### src/rtl/ame_result_writer_if.sv
// AXI4 write-only master bundle (AW, W, B) used by ame_result_writer.
// Handshake rule for every channel: a beat transfers on a rising clk edge
// where valid and ready are both 1; once valid is raised the source holds
// valid and its payload unchanged until that edge, and ready may toggle freely.
interface ame_result_writer_if #(
  parameter int ADDR_BITS = 32,
  parameter int DATA_BITS = 64
);
  logic [ADDR_BITS-1:0]   awaddr;
  logic [7:0]             awlen;
  logic [2:0]             awsize;
  logic [1:0]             awburst;
  logic                   awvalid;
  logic                   awready;
  logic [DATA_BITS-1:0]   wdata;
  logic [DATA_BITS/8-1:0] wstrb;
  logic                   wlast;
  logic                   wvalid;
  logic                   wready;
  logic [1:0]             bresp;
  logic                   bvalid;
  logic                   bready;

  modport master (
    output awaddr, awlen, awsize, awburst, awvalid,
    output wdata, wstrb, wlast, wvalid,
    output bready,
    input  awready, wready, bresp, bvalid
  );

  modport slave (
    input  awaddr, awlen, awsize, awburst, awvalid,
    input  wdata, wstrb, wlast, wvalid,
    input  bready,
    output awready, wready, bresp, bvalid
  );
endinterface

### src/rtl/ame_result_writer.sv
// ame_result_writer: captures the solver's affine results on a rising edge of
// comp_done_i and writes them to memory as one 64-byte-aligned AXI4 INCR burst.
// Optional feature macro: AME_WR_HDR_EN -- prepend a header beat carrying a
// 32-bit sequence number and the result count.
module ame_result_writer #(
  parameter int COMP_DATA_BITS = 64,
  parameter int RESULT_NUM     = 6,
  parameter int ADDR_BITS      = 32
) (
  input  logic                                     clk_i,
  input  logic                                     rst_i,
  input  logic                                     comp_done_i,
  input  logic                                     affine_param6_i,
  input  logic [RESULT_NUM-1:0][COMP_DATA_BITS-1:0] comp_data_i,
  input  logic [ADDR_BITS-1:0]                     base_addr_i,
  output logic                                     busy_o,
  output logic                                     done_o,
  output logic                                     err_o,
  output logic                                     drop_o,
  output logic [1:0]                               state_o,
  ame_result_writer_if.master                      m_axi
);

`ifdef AME_WR_HDR_EN
  localparam logic [3:0] HDR_BEATS = 4'd1;
`else
  localparam logic [3:0] HDR_BEATS = 4'd0;
`endif

  typedef enum logic [1:0] {
    IDLE = 2'd0,
    ADDR = 2'd1,
    DATA = 2'd2,
    RESP = 2'd3
  } state_t;

  state_t                                    state;
  logic                                      comp_done_q;
  logic [RESULT_NUM-1:0][COMP_DATA_BITS-1:0] buffer;
  logic [3:0]                                first_q;
  logic [3:0]                                beats_q;
  logic [3:0]                                beat_k;
`ifdef AME_WR_HDR_EN
  logic [3:0]                                n_q;
  logic [31:0]                               seq_q;
`endif

  logic                      start_edge;
  logic [3:0]                n_next;
  logic [3:0]                beats_next;
  logic [3:0]                sel_idx;
  logic [3:0]                slot;
  logic                      sel_last;
  logic [COMP_DATA_BITS-1:0] sel_data;
  logic                      unused_addr_low;

  // Low address bits are forced to zero by the 64-byte alignment.
  assign unused_addr_low = ^base_addr_i[5:0];

  assign start_edge = comp_done_i & ~comp_done_q;
  assign n_next     = affine_param6_i ? 4'd6 : 4'd4;
  assign beats_next = n_next + HDR_BEATS;
  assign state_o    = state;

  // Fixed burst attributes: 8-byte beats, INCR, all byte lanes written.
  assign m_axi.awsize  = 3'h3;
  assign m_axi.awburst = 2'h1;
  assign m_axi.wstrb   = '1;

  // Select the payload of the beat about to be presented: beat 0 when
  // leaving ADDR, otherwise the beat after the one currently on the bus.
  always_comb begin
    sel_idx  = (state == ADDR) ? 4'd0 : beat_k + 4'd1;
    sel_last = (sel_idx == beats_q - 4'd1);
    sel_data = '0;
`ifdef AME_WR_HDR_EN
    slot = first_q + sel_idx - 4'd1;
`else
    slot = first_q + sel_idx;
`endif
    for (int i = 0; i < RESULT_NUM; i++) begin
      if (slot == 4'(i)) sel_data = buffer[i];
    end
`ifdef AME_WR_HDR_EN
    if (sel_idx == 4'd0) sel_data = {seq_q, 24'b0, 4'b0, n_q};
`endif
  end

  // Burst FSM with registered AXI outputs and status flags.
  always_ff @(posedge clk_i or posedge rst_i) begin
    if (rst_i) begin
      state         <= IDLE;
      comp_done_q   <= 1'b0;
      buffer        <= '0;
      first_q       <= 4'd0;
      beats_q       <= 4'd0;
      beat_k        <= 4'd0;
      busy_o        <= 1'b0;
      done_o        <= 1'b0;
      err_o         <= 1'b0;
      drop_o        <= 1'b0;
      m_axi.awaddr  <= '0;
      m_axi.awlen   <= 8'd0;
      m_axi.awvalid <= 1'b0;
      m_axi.wdata   <= '0;
      m_axi.wlast   <= 1'b0;
      m_axi.wvalid  <= 1'b0;
      m_axi.bready  <= 1'b0;
`ifdef AME_WR_HDR_EN
      n_q           <= 4'd0;
      seq_q         <= 32'd0;
`endif
    end else begin
      comp_done_q <= comp_done_i;
      done_o      <= 1'b0;
      drop_o      <= 1'b0;
      case (state)
        IDLE: begin
          busy_o <= 1'b0;
          if (start_edge) begin
            buffer        <= comp_data_i;
            first_q       <= affine_param6_i ? 4'd0 : 4'd2;
            beats_q       <= beats_next;
            m_axi.awaddr  <= {base_addr_i[ADDR_BITS-1:6], 6'b0};
            m_axi.awlen   <= {4'b0, beats_next - 4'd1};
            m_axi.awvalid <= 1'b1;
            err_o         <= 1'b0;
            busy_o        <= 1'b1;
`ifdef AME_WR_HDR_EN
            n_q           <= n_next;
`endif
            state         <= ADDR;
          end
        end
        ADDR: begin
          if (m_axi.awready) begin
            m_axi.awvalid <= 1'b0;
            m_axi.wvalid  <= 1'b1;
            m_axi.wdata   <= sel_data;
            m_axi.wlast   <= sel_last;
            beat_k        <= 4'd0;
            state         <= DATA;
          end
        end
        DATA: begin
          if (m_axi.wready) begin
            if (m_axi.wlast) begin
              m_axi.wvalid <= 1'b0;
              m_axi.wlast  <= 1'b0;
              m_axi.bready <= 1'b1;
              state        <= RESP;
            end else begin
              beat_k      <= beat_k + 4'd1;
              m_axi.wdata <= sel_data;
              m_axi.wlast <= sel_last;
            end
          end
        end
        RESP: begin
          if (m_axi.bvalid) begin
            m_axi.bready <= 1'b0;
            err_o        <= (m_axi.bresp != 2'b00);
            done_o       <= 1'b1;
`ifdef AME_WR_HDR_EN
            seq_q        <= seq_q + 32'd1;
`endif
            state        <= IDLE;
          end
        end
        default: state <= IDLE;
      endcase
      // A new result set while a burst is in flight cannot be stored.
      if (start_edge && (state != IDLE)) drop_o <= 1'b1;
    end
  end

endmodule

### src/flat_wrapper.sv
// flat-port wrapper written by rule: the top's interface ports become plain ports
module ame_result_writer_flat 
#(
  parameter int COMP_DATA_BITS = 64,
  parameter int RESULT_NUM     = 6,
  parameter int ADDR_BITS      = 32
)
  (clk_i, rst_i, comp_done_i, affine_param6_i, comp_data_i, base_addr_i, busy_o, done_o, err_o, drop_o, state_o, m_axi_awaddr, m_axi_awlen, m_axi_awsize, m_axi_awburst, m_axi_awvalid, m_axi_wdata, m_axi_wstrb, m_axi_wlast, m_axi_wvalid, m_axi_bready, m_axi_awready, m_axi_wready, m_axi_bresp, m_axi_bvalid);
  ame_result_writer_if #(.ADDR_BITS(ADDR_BITS)) m_axi_i ();
  input  logic clk_i;
  input  logic rst_i;
  input  logic comp_done_i;
  input  logic affine_param6_i;
  input  logic [RESULT_NUM-1:0][COMP_DATA_BITS-1:0] comp_data_i;
  input  logic [ADDR_BITS-1:0] base_addr_i;
  output logic busy_o;
  output logic done_o;
  output logic err_o;
  output logic drop_o;
  output logic [1:0] state_o;
  output wire logic [$bits(m_axi_i.awaddr)-1:0] m_axi_awaddr;
  output wire logic [$bits(m_axi_i.awlen)-1:0] m_axi_awlen;
  output wire logic [$bits(m_axi_i.awsize)-1:0] m_axi_awsize;
  output wire logic [$bits(m_axi_i.awburst)-1:0] m_axi_awburst;
  output wire logic [$bits(m_axi_i.awvalid)-1:0] m_axi_awvalid;
  output wire logic [$bits(m_axi_i.wdata)-1:0] m_axi_wdata;
  output wire logic [$bits(m_axi_i.wstrb)-1:0] m_axi_wstrb;
  output wire logic [$bits(m_axi_i.wlast)-1:0] m_axi_wlast;
  output wire logic [$bits(m_axi_i.wvalid)-1:0] m_axi_wvalid;
  output wire logic [$bits(m_axi_i.bready)-1:0] m_axi_bready;
  input wire logic [$bits(m_axi_i.awready)-1:0] m_axi_awready;
  input wire logic [$bits(m_axi_i.wready)-1:0] m_axi_wready;
  input wire logic [$bits(m_axi_i.bresp)-1:0] m_axi_bresp;
  input wire logic [$bits(m_axi_i.bvalid)-1:0] m_axi_bvalid;
  assign m_axi_awaddr = m_axi_i.awaddr;
  assign m_axi_awlen = m_axi_i.awlen;
  assign m_axi_awsize = m_axi_i.awsize;
  assign m_axi_awburst = m_axi_i.awburst;
  assign m_axi_awvalid = m_axi_i.awvalid;
  assign m_axi_wdata = m_axi_i.wdata;
  assign m_axi_wstrb = m_axi_i.wstrb;
  assign m_axi_wlast = m_axi_i.wlast;
  assign m_axi_wvalid = m_axi_i.wvalid;
  assign m_axi_bready = m_axi_i.bready;
  assign m_axi_i.awready = m_axi_awready;
  assign m_axi_i.wready = m_axi_wready;
  assign m_axi_i.bresp = m_axi_bresp;
  assign m_axi_i.bvalid = m_axi_bvalid;
  ame_result_writer #(.COMP_DATA_BITS(COMP_DATA_BITS), .RESULT_NUM(RESULT_NUM), .ADDR_BITS(ADDR_BITS)) u_core (.clk_i(clk_i), .rst_i(rst_i), .comp_done_i(comp_done_i), .affine_param6_i(affine_param6_i), .comp_data_i(comp_data_i), .base_addr_i(base_addr_i), .busy_o(busy_o), .done_o(done_o), .err_o(err_o), .drop_o(drop_o), .state_o(state_o), .m_axi(m_axi_i));
endmodule
### config.mk
export PLATFORM = sky130hd
export DESIGN_NAME = ame_result_writer_flat
export DESIGN_NICKNAME = d
export VERILOG_FILES = /design/src/rtl/ame_result_writer_if.sv /design/src/rtl/ame_result_writer.sv /design/src/flat_wrapper.sv
export SDC_FILE = /design/constraint.sdc
export NUM_CORES = 1
export LEC_CHECK = 0
export CELL_PAD_IN_SITES_DETAIL_PLACEMENT = 2
export CELL_PAD_IN_SITES_GLOBAL_PLACEMENT = 2
export CORE_MARGIN = 8
export CORE_UTILIZATION = 44
export CTS_BUF_LIST = sky130_fd_sc_hd__clkbuf_4 sky130_fd_sc_hd__clkbuf_8
export DETAILED_ROUTE_END_ITERATION = 6
export DONT_BUFFER_PORTS = 1
export PLACE_DENSITY_LB_ADDON = 0.1
export SETUP_SLACK_MARGIN = 0.2
export SLEW_MARGIN = 25
export SYNTH_ARGS = -nofsm -noshare
export SYNTH_HDL_FRONTEND = slang
export SYNTH_SLANG_ARGS = --single-unit
### constraint.sdc
create_clock -name clk_i -period 21.1 [get_ports clk_i]
set_input_delay 5.275 -clock clk_i [delete_from_list [all_inputs] [get_ports clk_i]]
set_output_delay 5.275 -clock clk_i [all_outputs]
set_load 0.03 [all_outputs]
After elaboration in Yosys (flattened, before gate mapping):

Index checks and enable logic that the tools add are counted.

* bits in registers: 501
* bits of input ports: 425
* word-level logic and storage cells: 105

* add/sub/neg operators: 4
* equality and inequality tests: 15
* mux-type cells: 45
* bitwise operators: 2
* reduce and logical (&&, ||, !) cells: 17

Operator list (count)
* 64-bit 2-to-1 mux: 9
* 64-bit one-hot mux with 2 select lines: 1
* 1-bit 2-to-1 mux: 17
* 4-bit 2-to-1 mux: 4
* 2-bit 2-to-1 mux: 7
* 4-bit AND reduction: 3
* 2-bit nonzero test: 6
* 1-bit one-hot mux with 2 select lines: 5
* 3-bit AND reduction: 3
* 4-bit by 2-bit equality test with 1-bit output, second input constant: 2
* 4-bit by 3-bit equality test with 1-bit output, second input constant: 2
* 2-bit inequality test, second input constant: 4
* 2-bit one-hot mux with 4 select lines: 1
* 4-bit one-hot mux with 2 select lines: 1
* 4-bit by 1-bit subtractor with 4-bit output, second input constant: 2
* 5-bit AND reduction: 1
* 4-bit by 1-bit adder with 4-bit output, second input constant: 1
* 4-bit adder: 1
* 2-bit equality test, second input constant: 2
* 4-bit by 1-bit equality test with 1-bit output, second input constant: 1
* 4-bit equality test: 1
* 4-bit logical NOT: 1
* 2-bit by 1-bit inequality test with 1-bit output, second input constant: 2
* 2-bit by 1-bit equality test with 1-bit output, second input constant: 1
* 5 further kinds: 5

Logic depth before layout (Yosys ltp):

* depth in word-level cells: 13
* gate-level depth with buffers: 15
* depth with buffers taken out: 11

Worst setup path before layout:

No wires, ideal clock.

* path kind: input to register
* from: input m_axi_awready
* to: register u_core.m_axi.wdata[27]
* data arrival time: 6.675 ns
* required time: 20.996 ns
* slack: 14.322 ns
* cell stages on the path: 7
* path through: nand2b_1 o21ai_0 a21oi_1 clkbuf_1 nand2_1 buf_2 o41ai_2

* word-level cells in the longest chain between the ends: 2

RTL lines
* start, declared: RTL line flat_wrapper.sv:31 `input wire logic [$bits(m_axi_i.awready)-1:0] m_axi_awready;`
* 2-bit inequality test (no source line)
* 4-bit AND reduction (no source line)
* end signal, assigned: RTL line ame_result_writer.sv:139 `m_axi.wdata <= sel_data;`
* end signal, assigned: RTL line ame_result_writer.sv:154 `m_axi.wdata <= sel_data;`
* end, declared: RTL line ame_result_writer_if.sv:26 `output wdata, wstrb, wlast, wvalid,`

Every way passes these cells.
A chain may end at the register's enable or synchronous reset.

Final worst setup path:

* from: input comp_done_i
* to: register u_core.buffer[83] (netlist name)

* word-level cells in the longest chain between the ends: 2

RTL lines
* start, declared: RTL line flat_wrapper.sv:12 `input logic comp_done_i;`
* 1-bit bitwise AND: RTL line ame_result_writer.sv:60 `assign start_edge = comp_done_i & ~comp_done_q;`
* 2-bit AND reduction (no source line)
* end signal, assigned: RTL line ame_result_writer.sv:121 `buffer <= comp_data_i;`
* end, declared: RTL line ame_result_writer.sv:39 `logic [RESULT_NUM-1:0][COMP_DATA_BITS-1:0] buffer;`

Every way passes these cells.

==> out/metrics.csv <==
stage;metric;value;unit
worst_setup_path;R2R setup slack;15830;ps
logic_synthesis;cell with the most instances after synthesis;dfrtp_1;
die;die area;0.0560;sq mm
die;io pins;552;
clocking;TritonCTS clock tree;built;
placed_design;routability cong.;0.775;
detailed_routing;Routed Antenna Nets;0;
sta;Worst slew margin;0.280;
power;Pleak;0.0103;uW
global_routing;grt ovf;0;
sta;RSZ-0062 raised after global routing;false;
clocking;Clock transition at path regs;60;ps
global_routing;largest net degree at the start of global routing;179;
logic_synthesis;synth top area cells;dfrtp_1, mux2_2, a221oi_1;
logic_synthesis;Yosys top cell by area;dfrtp_1;
sta;Final Hold Vio Count;0;
power;Max VDD drop;0.119;mV
clocking;CTS Sinks;492;
logic_synthesis;Synth top cells by count;dfrtp_1, mux2_2, clkbuf_1;
global_routing;vias in the first global route;15600;
die;die height;237;microns
finish;layout cells sized above 1;0.390;
clocking;Hold-fix buffers, CTS;0;
worst_setup_path;Critical Path Fanout Max;178;
detailed_routing;vias after detailed routing;13900;
logic_synthesis;Async S/R FF share, synth;1.00;
placed_design;port bufs;0;
logic_synthesis;sequential element share of the synthesized area;0.575;
clocking;post_cts resized;0;
clocking;CTS max path bufs;3;
detailed_routing;TritonRoute pass-1 iters;4;
logic_synthesis;ys flop type;dfrtp_1;
sta;crit share post-route;0.331;
clocking;Root Driver;clkbuf_8;
worst_setup_path;crit end category;flip-flop;
sta;worst-margin pin slew;1060;ps
finish;fill cell count;4620;
detailed_routing;Total Wirelength;73900;microns
outcome;status;finished clean;
sta;f_max;0.143;GHz
logic_synthesis;Cell variety after synth;48;
die;num rows;81;
sta;Setup TNS;0;ps
worst_setup_path;critical path class;in -> reg;
detailed_routing;DRC viols;0;
placed_design;dpl hpwl;48300;microns
die;core area;0.0484;sq mm
clocking;H-tree levels;3;
placed_design;placed cells;2086;
global_routing;initial antenna violation count;62;
hold_path;Hold/Removal Path Class;reg -> reg;
detailed_routing;WL/cell;32.5;microns
global_routing;global-route wire length before repair;108000;microns
die;Initial Util;0.442;
logic_synthesis;Post-Syn Instances;1566;
logic_synthesis;Mapped Area;0.0214;sq mm
clocking;total CTS buffers;86;
finish;synthesis-to-layout area growth;11.6;%
logic_synthesis;synthesized area per cell;13.7;sq um
sta;minimum clock period;6980;ps
finish;nets@finish;1988;
die;die width;237;microns
detailed_routing;first-iteration detailed-routing DRC count;686;
logic_synthesis;#FFs+latches synth;492;
worst_setup_path;Worst EP arrival;7520;ps
logic_synthesis;number of flops mapped to enable cells by yosys;0;
power;Cell Pwr Density;194;mW/mm^2
job;Max-Cap Viols;0;
logic_synthesis;Yosys warnings;0;
clocking;Post-CTS Setup Inserts;0;
logic_synthesis;top-area cell type share of the netlist area;0.575;
clocking;Clk Latency, worst-skew pair;680;ps
worst_setup_path;worst endpoint required time;21640;ps
worst_setup_path;critical path startpoint category;input pin;
detailed_routing;vias per inst;6.13;
sta;clk_skew;33.5;ps
sta;Finish-stage setup viols;0;
global_routing;overall routing resource usage;0.257;
finish;Post-Layout Cell Count;2274;
sta;Max Slew Vio Count;0;
==> metal layers <==
metal,global-route usage,routed length (microns),vias to the layer above
met5,0,270,-
met2,0.426,37100,434
li1,-,-,5901
met4,0.100,2100,42
met3,0.108,5890,153
met1,0.293,28500,7411
==> sequential cells by signal (all words and copies together), names as in the netlist <==
signal,flops
u_core.m_axi.bready,1
u_core.m_axi.wvalid,1
u_core.drop_o,1
u_core.err_o,1
u_core.beats_q,1
u_core.m_axi.awlen,2
u_core.done_o,1
u_core.m_axi.awvalid,1
u_core.m_axi.awaddr,26
u_core.m_axi.wdata,64
u_core.busy_o,1
u_core.m_axi.wlast,1
u_core.comp_done_q,1
u_core.buffer,384
u_core.state_o,2
u_core.beat_k,4
==> critical path, stage by stage <==
cell and delay [ps]:
nand3b_1 150, buf_12 650, buf_12 690, mux2_2 420
==> kinds of logic (layout without fill, tap and decap cells) <==
group | after synthesis | in the layout | synth area share
xor+xnor | 6 | 6 | 0.00246
simple gates | 144 | 144 | 0.0321
fa+ha+maj | 9 | 9 | 0.00526
other cells | 2 | 64 | 0.000351
flops | 492 | 492 | 0.575
compound gates | 336 | 336 | 0.130
mux | 420 | 420 | 0.221
buf+inv | 157 | 181 | 0.0338
==> area by class of cell <==
cell class / instances / area, sq um / share of cell area
diodes: 40 / 100 / 0.00419
clock buffers: 137 / 1750 / 0.0732
clock inverters: 9 / 93.8 / 0.00393
inverters: 11 / 48.8 / 0.00204
multi-input cells: 939 / 8560 / 0.358
flip-flops and latches: 492 / 12300 / 0.515
well taps: 622 / 778 / 0.0326
repair buffers: 24 / 245 / 0.0103
==> cells in the final DEF (no fill, tap or decap), types with 12 or more instances in the layout <==
cell / count
a221o_1: 38
a221oi_1: 80
and3_1: 22
buf_4: 18
clkbuf_4: 22
clkbuf_8: 115
conb_1: 24
dfrtp_1: 492
diode_2: 40
mux2_2: 413
nand2_1: 25
nor2_1: 63
o21ai_0: 70
o221ai_1: 12
o22ai_1: 36
o41ai_2: 30
==> stage by stage <==
step	total power, uW	setup slack, ps	hold WS (ps)	util	area, sq um
final	4630	14120	502	0.493	23900
after global routing	4900	14050	514	0.493	23900
after CTS	4680	14020	504	0.490	23700
after detailed placement	3710	13270	493	0.452	21900
after global placement	3620	13340	483	0.452	21900
after floorplan	3100	2090	469	-	21500
==> where the power goes <==
part | internal [uW] | switching (uW) | total, uW
registers | 1420 | 526 | 1950
logic | 760 | 990 | 1750
clock network | 536 | 402 | 938
total | 2720 | 1920 | 4630
==> final timing paths <==
path | from | to | depth (start not counted)
max | comp_done_i | u_core.buffer[83]$_DFFE_PP0P_ | 4
min | u_core.buffer[273]$_DFFE_PP0P_ | u_core.m_axi.wdata[17]$_DFFE_PP0P_ | 2
max reg2reg | u_core.state_o[1]$_DFFE_PP0P_ | u_core.m_axi.wdata[39]$_DFFE_PP0P_ | 11
min reg2reg | u_core.buffer[273]$_DFFE_PP0P_ | u_core.m_axi.wdata[17]$_DFFE_PP0P_ | 2
max in group asynchronous | rst_i | u_core.buffer[112]$_DFFE_PP0P_ | 4
min in group asynchronous | rst_i | u_core.m_axi.awaddr[29]$_DFFE_PP0P_ | 1
Power figures use the tool's default switching activity.
